**src/rtl/pulse_program_sequencer.sv**
```systemverilog
// pulse_program_sequencer: plays a stored program of mark/space symbols onto a
// single registered output. Software loads up to DEPTH {level, duration}
// entries while the block is idle, then issues start. Each symbol holds its
// level for (N+1)*(prescale+1) clk cycles.
//
// Optional feature: define PULSE_SEQ_LOOP_EN to add the loop_i port, which
// replays the program continuously until stop or reset.

module pulse_program_sequencer #(
  parameter int unsigned DURATION_WIDTH = 8,
  parameter int unsigned DEPTH          = 4
) (
  input  logic                      clk,
  input  logic                      rst_n,
  input  logic                      wr_en_i,
  input  logic [DURATION_WIDTH:0]   wr_data_i,
  input  logic                      clear_i,
  input  logic                      start_i,
  input  logic                      stop_i,
  input  logic [7:0]                prescale_i,
  input  logic                      idle_level_i,
`ifdef PULSE_SEQ_LOOP_EN
  input  logic                      loop_i,
`endif
  output logic                      pulse_out_o,
  output logic                      busy_o,
  output logic                      symbol_done_o,
  output logic                      done_o,
  output logic                      full_o,
  output logic [$clog2(DEPTH):0]    length_o
);

  localparam int unsigned AddrW = $clog2(DEPTH);
  localparam int unsigned LenW  = AddrW + 1;

  typedef enum logic {StIdle, StRun} state_e;

  state_e                    state_q, state_d;
  logic [DURATION_WIDTH:0]   mem_q [DEPTH];
  logic [LenW-1:0]           len_q, len_d;
  logic [AddrW-1:0]          rd_idx_q, rd_idx_d;
  logic [7:0]                presc_q, presc_d;
  logic [DURATION_WIDTH-1:0] tick_q, tick_d;
  logic                      pulse_q, pulse_d;
  logic                      mem_we;
  logic                      symbol_done;
  logic                      done;
  logic                      loop_en;

  // Fields of the current, following and first program entries.
  logic [DURATION_WIDTH-1:0] cur_n;
  logic                      nxt_level;
  logic                      first_level;
  logic                      tick_end;
  logic                      last_entry;
  logic                      is_full;

`ifdef PULSE_SEQ_LOOP_EN
  assign loop_en = loop_i;
`else
  assign loop_en = 1'b0;
`endif

  assign cur_n       = mem_q[rd_idx_q][DURATION_WIDTH-1:0];
  assign nxt_level   = mem_q[rd_idx_q + AddrW'(1)][DURATION_WIDTH];
  assign first_level = mem_q[0][DURATION_WIDTH];
  // Prescale is compared live, so a mid-symbol change applies at the next compare.
  assign tick_end    = (presc_q == prescale_i);
  assign last_entry  = ((LenW'(rd_idx_q) + LenW'(1)) == len_q);
  assign is_full     = (len_q == LenW'(DEPTH));

  // Next-state, storage control and per-cycle event decode.
  always_comb begin
    state_d     = state_q;
    len_d       = len_q;
    rd_idx_d    = rd_idx_q;
    presc_d     = presc_q;
    tick_d      = tick_q;
    pulse_d     = pulse_q;
    mem_we      = 1'b0;
    symbol_done = 1'b0;
    done        = 1'b0;

    unique case (state_q)
      StIdle: begin
        pulse_d = idle_level_i;
        // Priority: stop > start > clear > wr_en; a higher command masks the rest.
        if (stop_i) begin
          state_d = StIdle;
        end else if (start_i && (len_q != '0)) begin
          state_d  = StRun;
          rd_idx_d = '0;
          presc_d  = '0;
          tick_d   = '0;
          pulse_d  = first_level;
        end else if (clear_i) begin
          len_d = '0;
        end else if (wr_en_i && !is_full) begin
          mem_we = 1'b1;
          len_d  = len_q + LenW'(1);
        end
      end

      StRun: begin
        if (stop_i) begin
          // Abort: no symbol_done/done for the symbol in flight.
          state_d = StIdle;
          pulse_d = idle_level_i;
        end else if (tick_end) begin
          presc_d = '0;
          if (tick_q == cur_n) begin
            symbol_done = 1'b1;
            tick_d      = '0;
            if (last_entry) begin
              if (loop_en) begin
                rd_idx_d = '0;
                pulse_d  = first_level;
              end else begin
                done    = 1'b1;
                state_d = StIdle;
                pulse_d = idle_level_i;
              end
            end else begin
              rd_idx_d = rd_idx_q + AddrW'(1);
              pulse_d  = nxt_level;
            end
          end else begin
            tick_d = tick_q + DURATION_WIDTH'(1);
          end
        end else begin
          presc_d = presc_q + 8'd1;
        end
      end

      default: begin
        state_d = StIdle;
      end
    endcase
  end

  // Control state with synchronous active-low reset; reset discards the program.
  always_ff @(posedge clk) begin
    if (!rst_n) begin
      state_q  <= StIdle;
      len_q    <= '0;
      rd_idx_q <= '0;
      presc_q  <= '0;
      tick_q   <= '0;
      pulse_q  <= 1'b0;
    end else begin
      state_q  <= state_d;
      len_q    <= len_d;
      rd_idx_q <= rd_idx_d;
      presc_q  <= presc_d;
      tick_q   <= tick_d;
      pulse_q  <= pulse_d;
    end
  end

  // Program storage; contents are intentionally not reset.
  always_ff @(posedge clk) begin
    if (mem_we) begin
      mem_q[len_q[AddrW-1:0]] <= wr_data_i;
    end
  end

  assign pulse_out_o   = pulse_q;
  assign busy_o        = (state_q == StRun);
  // Events are masked while reset is asserted so nothing downstream sees a stray pulse.
  assign symbol_done_o = symbol_done & rst_n;
  assign done_o        = done & rst_n;
  assign full_o        = is_full;
  assign length_o      = len_q;

endmodule

```
**config.mk**
```make
export PLATFORM = sky130hd
export DESIGN_NAME = pulse_program_sequencer
export DESIGN_NICKNAME = d
export VERILOG_FILES = /design/src/rtl/pulse_program_sequencer.sv
export SDC_FILE = /design/constraint.sdc
export NUM_CORES = 1
export LEC_CHECK = 0
export ABC_AREA = 1
export ABC_CLOCK_PERIOD_IN_PS = 3400
export CAP_MARGIN = 20
export CORE_AREA = 2 2 99 91
export DETAILED_ROUTE_END_ITERATION = 10
export DIE_AREA = 0 0 101 93
export PLACE_DENSITY = 0.54
export SETUP_SLACK_MARGIN = 0.2
export SYNTH_ARGS = -nofsm -noshare
export SYNTH_HDL_FRONTEND = slang
export SYNTH_SLANG_ARGS = --single-unit
```
**constraint.sdc**
```tcl
create_clock -name clk -period 3.4 [get_ports clk]
set_clock_uncertainty 0.2 [all_clocks]
set_input_delay 0.34 -clock clk [delete_from_list [all_inputs] [get_ports clk]]
set_output_delay 0.34 -clock clk [all_outputs]
set_load 0.1 [all_outputs]
```
==> reports/qor.yml <==
grt_pass1_vias: 2114
path_clk_slew_ps: 70
cts_root_buffer: "clkbuf_8"
cts-resized-gates: 0
worst-endpoint-arrival_ps: 2320
fp.dieH_um: 93
drt_first_pass_iters: 4
fmax_ghz: 0.349
synth_edf_count: 36
n_antenna_cell: 0
die_w_um: 101
maxSlewViolCount: 0
synth_top_area_share_pct: 35.8
overflow: 0
drc: 0
drt_iter0_markers: 115
path_class: "flop to output port"
grt_max_degree: 17
startpoint_type: "flop"
post-cts-setup-buffers: 0
yosysWarnings: 0
synth_top_cell_by_area: "edfxtp_1"
synthesis.area_um2: 3020
via_per_inst: 4.61
cts_tree: "built"
h-tree-depth: 3
cts_hold_buf: 0
yosysSeqAreaShare_pct: 52.4
crit_path_end_kind: "output port"
cts_buffer_depth: 2
slew-limit-headroom_pct: 35.0
grt_usage_pct: 14.5
ys_types: 32
synthTopCellsByArea: "edfxtp_1 36%, dfxtp_1 17%, nand2_1 12%"
holdWs_ps: 319
min_period_ps: 2860
setup_violations: 0
p_seq_share_pct: 52.0
drtAntennaViolNets: 0
setup_tns_ps: 0
rsz0062_at_grt: "no"
wl_um: 6250
status: "complete, no violations"
synth_cells: 347
synth_common_cells: "96 x nand2_1, 36 x edfxtp_1, 36 x inv_1"
p_per_area_nw_per_um2: 423
hold_class: "flop to flop"
rows: 32
path_max_fanout: 16
cap_violations: 0
pwr-share-comb_pct: 8.6
yosysMostFrequentCell: "nand2_1"
power_switching_mw: 0.360
ys_async_sr_fraction_pct: 0
grt_pass1_wl_um: 10400
intPower_mw: 1.18
ioPinCount: 32
syn_area_per_cell_um2: 8.70
insertion_delay_ps: 340
drive_above_1_share_pct: 11.0
worst-slew-pin-transition_ps: 971
finalCritPeriodShare_pct: 84.2
numCtsBuffers: 9
mappedNetlistNets: 378
wl_per_cell_um: 12.6
hold_viol: 0
crit_required_ps: 2860
synthToLayoutAreaGrowth_pct: 20.6
pwr-share-clk_pct: 39.4
dr_total_vias: 2275
design.core.area_um2: 8410
die_area_um2: 9390
nets: 418
gp_congestion: 0.782
synth-seq-cells: 61
io_buffers: 31
cts.sinks: 61
p_sw_share_pct: 23.4
antenna_found_initial: 0
initial_utilization_pct: 35.9
vdd_drop_max_uv: 221
p_leak_nw: 1.42
synth_top_flop_cell: "edfxtp_1"
dp_hpwl_um: 4790
## worst max-delay path, stage by stage, from the launching register on
cell,delay (ps)
dfxtp_1,570
inv_4,160
nand2_1,100
nand3_1,90
nand2_1,80
nand2_1,50
nand2_1,50
nand2_1,60
nor2_2,140
nand3b_1,210
nor3_2,240
buf_12,210
## cells by family after synthesis
group	synth area share (%)
DFF	52.4
buffers and inverters	6.71
and+or+nand+nor	27.9
AOI/OAI and AO/OA	5.14
xor gates and xnor gates	4.93
adders and majority gates	2.90
## state kept, by name (all words and copies together) (netlist names), named ones only
register,count
presc_q,8
tick_q,8
busy_o,1
mem_q,36
pulse_out_o,1
length_o,3
rd_idx_q,2
## cell usage in the layout, fill, tap and decap left out, types with 3 or more instances in the layout
| cell | n |
|---|---|
| nand2_1 | 96 |
| inv_1 | 36 |
| edfxtp_1 | 36 |
| nand3_1 | 34 |
| nor2_1 | 33 |
| clkdlybuf4s50_1 | 26 |
| dfxtp_1 | 25 |
| xor2_1 | 13 |
| a21oi_1 | 11 |
| o21ai_0 | 9 |
| clkbuf_8 | 9 |
| ha_1 | 7 |
| buf_4 | 7 |
| nand2_2 | 6 |
| nor2_2 | 5 |
| xnor2_1 | 4 |
| nand4_1 | 4 |
| nor3_1 | 4 |
| inv_2 | 3 |
## routing by layer
metal  up-vias  part of all wire [%]  global-route usage [%]
met2        33                    43                    21.3
met4         0                   1.9                    6.08
met1      1019                    51                    20.3
met3        12                   3.2                    3.81
li1       1211                     -                       -
met5         -                     0                       0
## final timing paths
kind | from | cells past startpoint | to | slack (ps)
setup reg to reg | length_o[0] | 9 | mem_q[1][0] | 580
hold reg to reg | tick_q[0] | 2 | tick_q[0] | 320
hold / removal | tick_q[0] | 2 | tick_q[0] | 320
setup / recovery | flop | 11 | done_o | 540
## through the flow
step                setup WS, ps  util (%)  area [µm²]  instances  power (mW)
floorplan                   3.04         -        3030        347       0.897
global placement             720      41.1        3460        478       0.950
detailed placement           531      41.1        3460        478       0.951
CTS                          508      43.3        3640        494        1.56
global route                 290      43.3        3640        494        1.62
finish                       537      43.3        3640        494        1.54
## power groups by stage
stage | registers (mW) | clock network [mW] | logic (mW)
detailed placement | 0.817 | 0 | 0.134
global placement | 0.816 | 0 | 0.133
global route | 0.801 | 0.667 | 0.150
finish | 0.800 | 0.606 | 0.133
floorplan | 0.825 | 0 | 0.0712
CTS | 0.800 | 0.623 | 0.135
## area by class of cell
type                            instances  area [µm²]
Multi-Input combinational cell        240        1240
Timing Repair Buffer                   35         353
Inverter                               40         153
Tap cell                              102         128
Fill cell                             846        4770
Clock buffer                           11         131
Sequential cell                        61        1580
Clock inverter                          5        51.3
No activity file was read; power rests on OpenSTA's default activity.
